<file path="src/rtl/ch_merge_pkg.sv">
`default_nettype none
// ============================================================================
// Module      : ch_merge_pkg
// Description : Shared types and helpers for the N-channel merge/ReLU stage:
//               FSM state encoding, read tag layout, accumulator sizing and
//               the saturate/ReLU output function.
// Revision    : 1.0 - initial release
// ============================================================================
package ch_merge_pkg;

    // Width of the pixel index carried in a read tag (bounds MAP to 64K pixels)
    localparam int c_TAG_PIX_W = 16;

    typedef enum logic [1:0] {
        IDLE  = 2'd0,
        READ  = 2'd1,
        DRAIN = 2'd2,
        DONE  = 2'd3
    } state_t;

    // Travels alongside each read so the accumulator knows how to treat the word
    typedef struct packed {
        logic                   first;
        logic                   last;
        logic [c_TAG_PIX_W-1:0] pixel;
    } tag_t;

    // Enough headroom to sum MAX_CHANNELS words plus a bias without wrapping
    function automatic int acc_width(input int data_w, input int max_ch);
        return data_w + $clog2(max_ch) + 1;
    endfunction

    // Clamp to the signed data_w range, then optionally zero negatives
    function automatic logic [63:0] sat_relu(input logic signed [63:0] value,
                                             input int                 data_w,
                                             input logic               relu);
        logic signed [63:0] hi;
        logic signed [63:0] lo;
        logic signed [63:0] r;
        hi = (64'sd1 <<< (data_w - 1)) - 64'sd1;
        lo = -(64'sd1 <<< (data_w - 1));
        if (value > hi) begin
            r = hi;
        end else if (value < lo) begin
            r = lo;
        end else begin
            r = value;
        end
        if (relu && (r < 64'sd0)) begin
            r = 64'sd0;
        end
        return r;
    endfunction

endpackage
`default_nettype wire

</file>
<file path="src/rtl/read_tag_pipe.sv">
`default_nettype none
// ============================================================================
// Module      : read_tag_pipe
// Description : DEPTH-stage register pipe carrying a read tag and valid bit so
//               the tag lines up with data returned by the source memory.
// Revision    : 1.0 - initial release
// ============================================================================
module read_tag_pipe
    import ch_merge_pkg::*;
#(
    parameter int DEPTH = 1
) (
    input  logic clk,
    input  logic rst_n,
    input  logic i_valid,
    input  tag_t i_tag,
    output logic o_valid,
    output tag_t o_tag,
    output logic o_busy
);

    logic [DEPTH-1:0] r_valid;
    tag_t             r_tag [DEPTH];

    // Shift tags one stage per cycle; reset empties every stage at once
    always_ff @(posedge clk or negedge rst_n) begin
        if (!rst_n) begin
            r_valid <= '0;
            for (int i = 0; i < DEPTH; i++) begin
                r_tag[i] <= '0;
            end
        end else begin
            r_valid[0] <= i_valid;
            r_tag[0]   <= i_tag;
            for (int i = 1; i < DEPTH; i++) begin
                r_valid[i] <= r_valid[i-1];
                r_tag[i]   <= r_tag[i-1];
            end
        end
    end

    assign o_valid = r_valid[DEPTH-1];
    assign o_tag   = r_tag[DEPTH-1];
    assign o_busy  = |r_valid;

endmodule
`default_nettype wire

</file>
<file path="src/rtl/channel_merge_relu.sv">
`default_nettype none
// ============================================================================
// Module      : channel_merge_relu
// Description : Reads C per-channel conv maps pixel-major, sums each pixel's
//               channels with a bias, saturates, optionally applies ReLU and
//               writes the merged map. Pulses merge_done when finished.
// Revision    : 1.0 - initial release
// ============================================================================
module channel_merge_relu
    import ch_merge_pkg::*;
#(
    parameter int DATA_WIDTH   = 16,
    parameter int ADDR_WIDTH   = 16,
    parameter int MAP_WIDTH    = 24,
    parameter int MAP_HEIGHT   = 24,
    parameter int MAX_CHANNELS = 8,
    parameter int READ_LATENCY = 1,
    parameter int BASE_IN      = 0,
    parameter int BASE_OUT     = 0
) (
    input  logic                              clk,
    input  logic                              reset,
    input  logic                              run,
    input  logic [$clog2(MAX_CHANNELS):0]     num_channels,
    input  logic                              relu_en,
    input  logic [DATA_WIDTH-1:0]             bias_in,
    input  logic [DATA_WIDTH-1:0]             data_in,
    output logic [ADDR_WIDTH-1:0]             read_address_out,
    output logic [DATA_WIDTH-1:0]             result_out,
    output logic [ADDR_WIDTH-1:0]             write_address_out,
    output logic                              we_out,
    output logic                              busy,
    output logic                              merge_done
);

    localparam int c_MAP   = MAP_WIDTH * MAP_HEIGHT;
    localparam int c_CH_W  = $clog2(MAX_CHANNELS) + 1;
    localparam int c_ACC_W = acc_width(DATA_WIDTH, MAX_CHANNELS);
    localparam logic [c_TAG_PIX_W-1:0] c_LAST_PIX = c_TAG_PIX_W'(c_MAP - 1);

    state_t                  r_state;
    logic [c_CH_W-1:0]       r_ch;
    logic [c_CH_W-1:0]       r_last_ch;
    logic [c_TAG_PIX_W-1:0]  r_pix;
    logic                    r_relu;
    logic [DATA_WIDTH-1:0]   r_bias;
    logic [ADDR_WIDTH-1:0]   r_rd_addr;
    logic                    r_iss_valid;
    tag_t                    r_iss_tag;
    logic                    r_busy;
    logic                    r_done;

    logic signed [c_ACC_W-1:0] r_acc;
    logic [DATA_WIDTH-1:0]     r_result;
    logic [ADDR_WIDTH-1:0]     r_wr_addr;
    logic                      r_we;

    logic [c_CH_W-1:0]         w_eff_ch;
    logic                      w_accept;
    logic                      w_last_ch;
    logic [ADDR_WIDTH-1:0]     w_iss_addr;
    logic                      w_out_valid;
    tag_t                      w_out_tag;
    logic                      w_pipe_any;
    logic                      w_pipe_busy;
    logic signed [c_ACC_W-1:0] w_data_x;
    logic signed [c_ACC_W-1:0] w_bias_x;
    logic signed [c_ACC_W-1:0] w_sum;
    logic [DATA_WIDTH-1:0]     w_result;

    // Clamp the requested channel count into 1..MAX_CHANNELS
    always_comb begin
        w_eff_ch = num_channels;
        if (num_channels == '0) begin
            w_eff_ch = c_CH_W'(1);
        end else if (num_channels > c_CH_W'(MAX_CHANNELS)) begin
            w_eff_ch = c_CH_W'(MAX_CHANNELS);
        end
    end

    // DONE accepts a new run so back-to-back merges have no idle gap
    assign w_accept    = run && ((r_state == IDLE) || (r_state == DONE));
    assign w_last_ch   = (r_ch == r_last_ch);
    assign w_iss_addr  = ADDR_WIDTH'(BASE_IN) + ADDR_WIDTH'(r_ch) * ADDR_WIDTH'(c_MAP)
                       + ADDR_WIDTH'(r_pix);
    assign w_pipe_busy = r_iss_valid | w_pipe_any;

    // Control FSM: issues one read per cycle, pixel outer / channel inner
    always_ff @(posedge clk or negedge reset) begin
        if (!reset) begin
            r_state     <= IDLE;
            r_ch        <= '0;
            r_last_ch   <= '0;
            r_pix       <= '0;
            r_relu      <= 1'b0;
            r_bias      <= '0;
            r_rd_addr   <= '0;
            r_iss_valid <= 1'b0;
            r_iss_tag   <= '0;
            r_busy      <= 1'b0;
            r_done      <= 1'b0;
        end else begin
            r_done      <= 1'b0;
            r_iss_valid <= 1'b0;
            case (r_state)
                IDLE, DONE: begin
                    if (w_accept) begin
                        r_last_ch       <= w_eff_ch - c_CH_W'(1);
                        r_relu          <= relu_en;
                        r_bias          <= bias_in;
                        r_busy          <= 1'b1;
                        r_rd_addr       <= ADDR_WIDTH'(BASE_IN);
                        r_iss_valid     <= 1'b1;
                        r_iss_tag.first <= 1'b1;
                        r_iss_tag.last  <= (w_eff_ch == c_CH_W'(1));
                        r_iss_tag.pixel <= '0;
                        if (w_eff_ch == c_CH_W'(1)) begin
                            r_ch  <= '0;
                            r_pix <= c_TAG_PIX_W'(1);
                        end else begin
                            r_ch  <= c_CH_W'(1);
                            r_pix <= '0;
                        end
                        // A single-read merge has nothing left to issue
                        if ((w_eff_ch == c_CH_W'(1)) && (c_MAP == 1)) begin
                            r_state <= DRAIN;
                        end else begin
                            r_state <= READ;
                        end
                    end else begin
                        r_state <= IDLE;
                    end
                end
                READ: begin
                    r_rd_addr       <= w_iss_addr;
                    r_iss_valid     <= 1'b1;
                    r_iss_tag.first <= (r_ch == '0);
                    r_iss_tag.last  <= w_last_ch;
                    r_iss_tag.pixel <= r_pix;
                    if (w_last_ch) begin
                        r_ch  <= '0;
                        r_pix <= r_pix + c_TAG_PIX_W'(1);
                        if (r_pix == c_LAST_PIX) begin
                            r_state <= DRAIN;
                        end
                    end else begin
                        r_ch <= r_ch + c_CH_W'(1);
                    end
                end
                DRAIN: begin
                    // Empty pipe means the final write is already on the outputs
                    if (!w_pipe_busy) begin
                        r_state <= DONE;
                        r_busy  <= 1'b0;
                        r_done  <= 1'b1;
                    end
                end
                default: r_state <= IDLE;
            endcase
        end
    end

    read_tag_pipe #(
        .DEPTH   (READ_LATENCY)
    ) u_tag_pipe (
        .clk     (clk),
        .rst_n   (reset),
        .i_valid (r_iss_valid),
        .i_tag   (r_iss_tag),
        .o_valid (w_out_valid),
        .o_tag   (w_out_tag),
        .o_busy  (w_pipe_any)
    );

    assign w_data_x = {{(c_ACC_W-DATA_WIDTH){data_in[DATA_WIDTH-1]}}, data_in};
    assign w_bias_x = {{(c_ACC_W-DATA_WIDTH){r_bias[DATA_WIDTH-1]}}, r_bias};
    assign w_sum    = w_out_tag.first ? (w_bias_x + w_data_x) : (r_acc + w_data_x);
    assign w_result = DATA_WIDTH'(sat_relu(64'(w_sum), DATA_WIDTH, r_relu));

    // Accumulate each pixel's channels and register a write on its last channel
    always_ff @(posedge clk or negedge reset) begin
        if (!reset) begin
            r_acc     <= '0;
            r_result  <= '0;
            r_wr_addr <= '0;
            r_we      <= 1'b0;
        end else begin
            r_we <= 1'b0;
            if (w_out_valid) begin
                r_acc <= w_sum;
                if (w_out_tag.last) begin
                    r_result  <= w_result;
                    r_wr_addr <= ADDR_WIDTH'(BASE_OUT) + ADDR_WIDTH'(w_out_tag.pixel);
                    r_we      <= 1'b1;
                end
            end
        end
    end

    assign read_address_out  = r_rd_addr;
    assign result_out        = r_result;
    assign write_address_out = r_wr_addr;
    assign we_out            = r_we;
    assign busy              = r_busy;
    assign merge_done        = r_done;

endmodule
`default_nettype wire

</file>
<file path="config.mk">
export PLATFORM = sky130hd
export DESIGN_NAME = channel_merge_relu
export DESIGN_NICKNAME = d
export VERILOG_FILES = /design/src/rtl/ch_merge_pkg.sv /design/src/rtl/read_tag_pipe.sv /design/src/rtl/channel_merge_relu.sv
export SDC_FILE = /design/constraint.sdc
export NUM_CORES = 1
export LEC_CHECK = 0
export ABC_AREA = 1
export CAP_MARGIN = 10
export CORE_ASPECT_RATIO = 0.7
export CORE_MARGIN = 1
export CORE_UTILIZATION = 42
export CTS_CLUSTER_DIAMETER = 100
export DETAILED_ROUTE_END_ITERATION = 10
export HOLD_SLACK_MARGIN = 0.05
export SYNTH_ARGS = -nofsm -noshare
export SYNTH_HDL_FRONTEND = slang
export SYNTH_SLANG_ARGS = --single-unit
</file>
<file path="constraint.sdc">
create_clock -name clk -period 5.62 [get_ports clk]
set_input_delay 1.405 -clock clk [delete_from_list [all_inputs] [get_ports clk]]
set_output_delay 1.405 -clock clk [all_outputs]
set_load 0.1 [all_outputs]
</file>
==> run summary <==
Critical Path Sink: result_out[3]
Final Max Tran Viols: 0
Hold Violations, Final: 0
Relative slew margins: 0.2979
All-Layer GR Usage: 0.2345
Sequential fraction of the synthesis area: 0.4284
CP Launch Point: data_in[0]
ANT nets after route: 0
Die Height: 121.2 um
Root Buffer: clkbuf_16
Crit path time final: 4.477 ns
Vias in the first global route: 6705
CP arrival: 4.84 ns
Setup TNS: 0 ns
Nets: 1292
Final weighted congestion of routability-driven global placement: 0.9189
Mux cell area share after synthesis: 0.001320
EDFF count, synth: 0
TritonCTS buffer count: 17
Final worst-path setup slack: 1.143 ns
Maxcap violations: 0
Post-synthesis compound-gate area fraction: 0.1081
Num ports: 91
RSZ-0062 raised after global routing: no
CTS tree: yes
Drt initial violations: 617
Largest net degree at the start of global routing: 60
Async set or reset register ratio after synthesis: 1.000
Slack of the worst reg-to-reg path: 2.27 ns
Drt total wl: 22.55 mm
Core area: 19850 um2
Hold Path Class: reg -> reg
Power density cells: 400.2 nW/um2
DR WL/cell: 15.26 um
RR Startpoint: r_acc[0]
Max clock buf depth: 2
Antenna violations before repair: 0
Final Total Pwr: 0.004109 W
Critical Path End Type: flop
Die width: 172.3 um
Detailed placement HPWL: 17.11 mm
PortBufs: 90
Part of the cycle the worst path needs: 0.7967
Clock slew seen by the registers of the worst setup and hold paths: 0.07 ns
DRC violations left: 0
Setup-failing EPs final: 0
Minimum hold slack: 0.3784 ns
Status: finished, final reports clean
Main combinational cell family by area after synthesis: simple AND/OR/NAND/NOR gates
Filler Cell Count: 1916
Post-CTS setup buffers: 0
Startpoint Class: input pin
Gate count of the mapped netlist: 1111
Vias per cell: 4.982
Xor/xnor cell area share of the yosys netlist: 0.01951
Layout cells sized above 1: 0.06871
Peak VDD IR: 193.6 uV
CP max FO: 15
Yosys warns: 0
Post-Place Worst Slack: 0.7420 ns
TritonRoute pass-1 iters: 5
Wire length on met1: 12.72 mm
Most used flip-flop cell after synthesis: dfrtp_1
Die area: 20890 um2
Initial Util: 0.4296
Register area: 3654 um2
H-tree depth: 4
Grt ovf: 0
Net count after synthesis: 1208
Setup Skew: 0.01260 ns
R2r endpoint: result_out[3]
LEAKAGE: 5.198 nW
FF-to-FF path depth: 18
Max Freq: 223.3 MHz
Area grow syn2layout: 20.39%
Measured slew at the worst slew-check pin: 1.052 ns
Synth Area in Simple Gates: 0.2899
Final core occ: 0.5172
Post-synthesis adder-cell area fraction: 0.08627
First-pass GRT wire length: 37.02 mm
Diode count: 0
CP Data Required Time: 5.99 ns
DR WL met2: 7.842 mm
Multi-input logic area: 4308 um2
Max Used Layer: met4
Row cnt: 43
Netlist Area Pre-Place: 8528 um2
CTS resizes: 0
Met3 routed WL: 1.822 mm
CTS sink count: 146
Critical path class: in -> reg
FF+latch count, synth: 146
Syn avg cell area: 7.676 um2
Via count: 7363
Cts hold-fix bufs: 0
Library cells used by synthesis: 48
Worst skew pair latency: 0.43 ns
-- stage by stage --
step | instance area (um2) | instances
after global placement | 9659 | 1446
after detailed placement | 9659 | 1446
after floorplan | 8528 | 1111
after CTS | 10270 | 1478
final | 10270 | 1478
after global routing | 10270 | 1478
-- cells in the mapped netlist, drive strengths merged (2+ instances only) --
cell type	instances	area, um2
a21boi	2	15.02
a21oi	55	286.5
a22o	3	26.28
a31oi	3	18.77
and2	4	25.02
buf	12	78.82
clkbuf	18	67.56
dfrtp	146	3654
fa	3	60.06
ha	54	675.7
inv	112	420.4
nand2	414	1614
nand3	64	345.3
nand4	10	62.56
nor2	68	296.5
nor3	16	85.08
nor4	3	18.77
o21ai	78	409.2
o21bai	10	75.07
o31ai	6	45.04
or2	3	18.77
xnor2	3	26.28
xor2	16	140.1
-- critical path: stages --
cell             delay, ns
clkdlybuf4s50_1       0.52
ha_1                  0.19
inv_1                 0.06
fa_1                  0.41
o21ai_2               0.20
nand2_1               0.10
nand2_2               0.10
nand2_2               0.06
nand2_1               0.07
nand2_1               0.10
nand2_1               0.08
nand2_1               0.09
a21oi_1               0.17
nand4_1               0.11
ha_1                  0.30
inv_1                 0.38
nand3_1               0.14
o21ai_0               0.18
nand2_1               0.07
nand2_1               0.08
-- kinds of logic (layout without fill, tap and decap cells) --
logic type                 count (synthesis)  in the layout
and+or+nand+nor                          583            583
AOI/OAI and AO/OA                        163            163
DFF                                      146            146
buffers and inverters                    142            239
adders and majority gates                 57             57
xor gates and xnor gates                  19             19
muxes                                      1              1
-- worst min-delay path by stage --
stage,slack (ns),to,cells after the start,start
after floorplan,0.35,u_tag_pipe.o_tag[10],0,r_iss_tag[10]
after global placement,0.36,u_tag_pipe.o_tag[9],0,r_iss_tag[9]
after detailed placement,0.36,u_tag_pipe.o_tag[10],0,r_iss_tag[10]
after CTS,0.38,u_tag_pipe.o_tag[10],0,r_iss_tag[10]
after global routing,0.39,u_tag_pipe.o_tag[15],0,r_iss_tag[15]
final,0.38,u_tag_pipe.o_tag[7],0,r_iss_tag[7]
-- cells in the final DEF, fill, tap and decap left out, drive strengths merged, types with 4 or more instances in the layout --
cell type      netlist  final
a21oi               55     55
and2                 4      4
buf                 12      6
clkbuf              18     17
clkdlybuf4s50        0     89
clkinv               0      6
dfrtp              146    146
ha                  54     54
inv                112    120
nand2              414    414
nand3               64     64
nand4               10     10
nor2                68     68
nor3                16     16
o21ai               78     78
o21bai              10     10
o31ai                6      6
xor2                16     16
-- power breakdown --
| part | internal, W | leakage (nW) | switching (W) |
|---|---|---|---|
| combinational | 0.000494 | 3.14 | 0.00121 |
| clock | 0.000606 | 0.294 | 0.000549 |
| sequential | 0.00117 | 1.76 | 0.0000795 |
| total | 0.00227 | 5.20 | 0.00184 |
-- sequential cells by signal (all words and copies together) (netlist names) --
name               cells
busy                   1
merge_done             1
r_acc                 20
r_bias                16
r_ch                   4
r_iss_tag             12
r_iss_valid            1
r_last_ch              4
r_pix                 16
r_relu                 1
r_state                2
read_address_out      16
result_out            16
u_tag_pipe.o_busy      1
u_tag_pipe.o_tag      18
we_out                 1
write_address_out     16
-- cell type report --
| type | instances | area share |
|---|---|---|
| multi-input cells | 823 | 0.4196 |
| flip-flops and latches | 146 | 0.3558 |
| repair buffers | 95 | 0.09152 |
| clock buffers | 17 | 0.04143 |
| inverters | 112 | 0.04095 |
| well taps | 270 | 0.03290 |
| clock inverters | 15 | 0.01779 |
-- per-layer routing --
metal / global-route usage / up-vias
li1: - / 3764
met1: 0.3970 / 3360
met2: 0.2815 / 224
met3: 0.06230 / 15
met4: 0.04591 / 0
met5: 0 / -
Note: power is estimated with default switching activity, not from simulation.
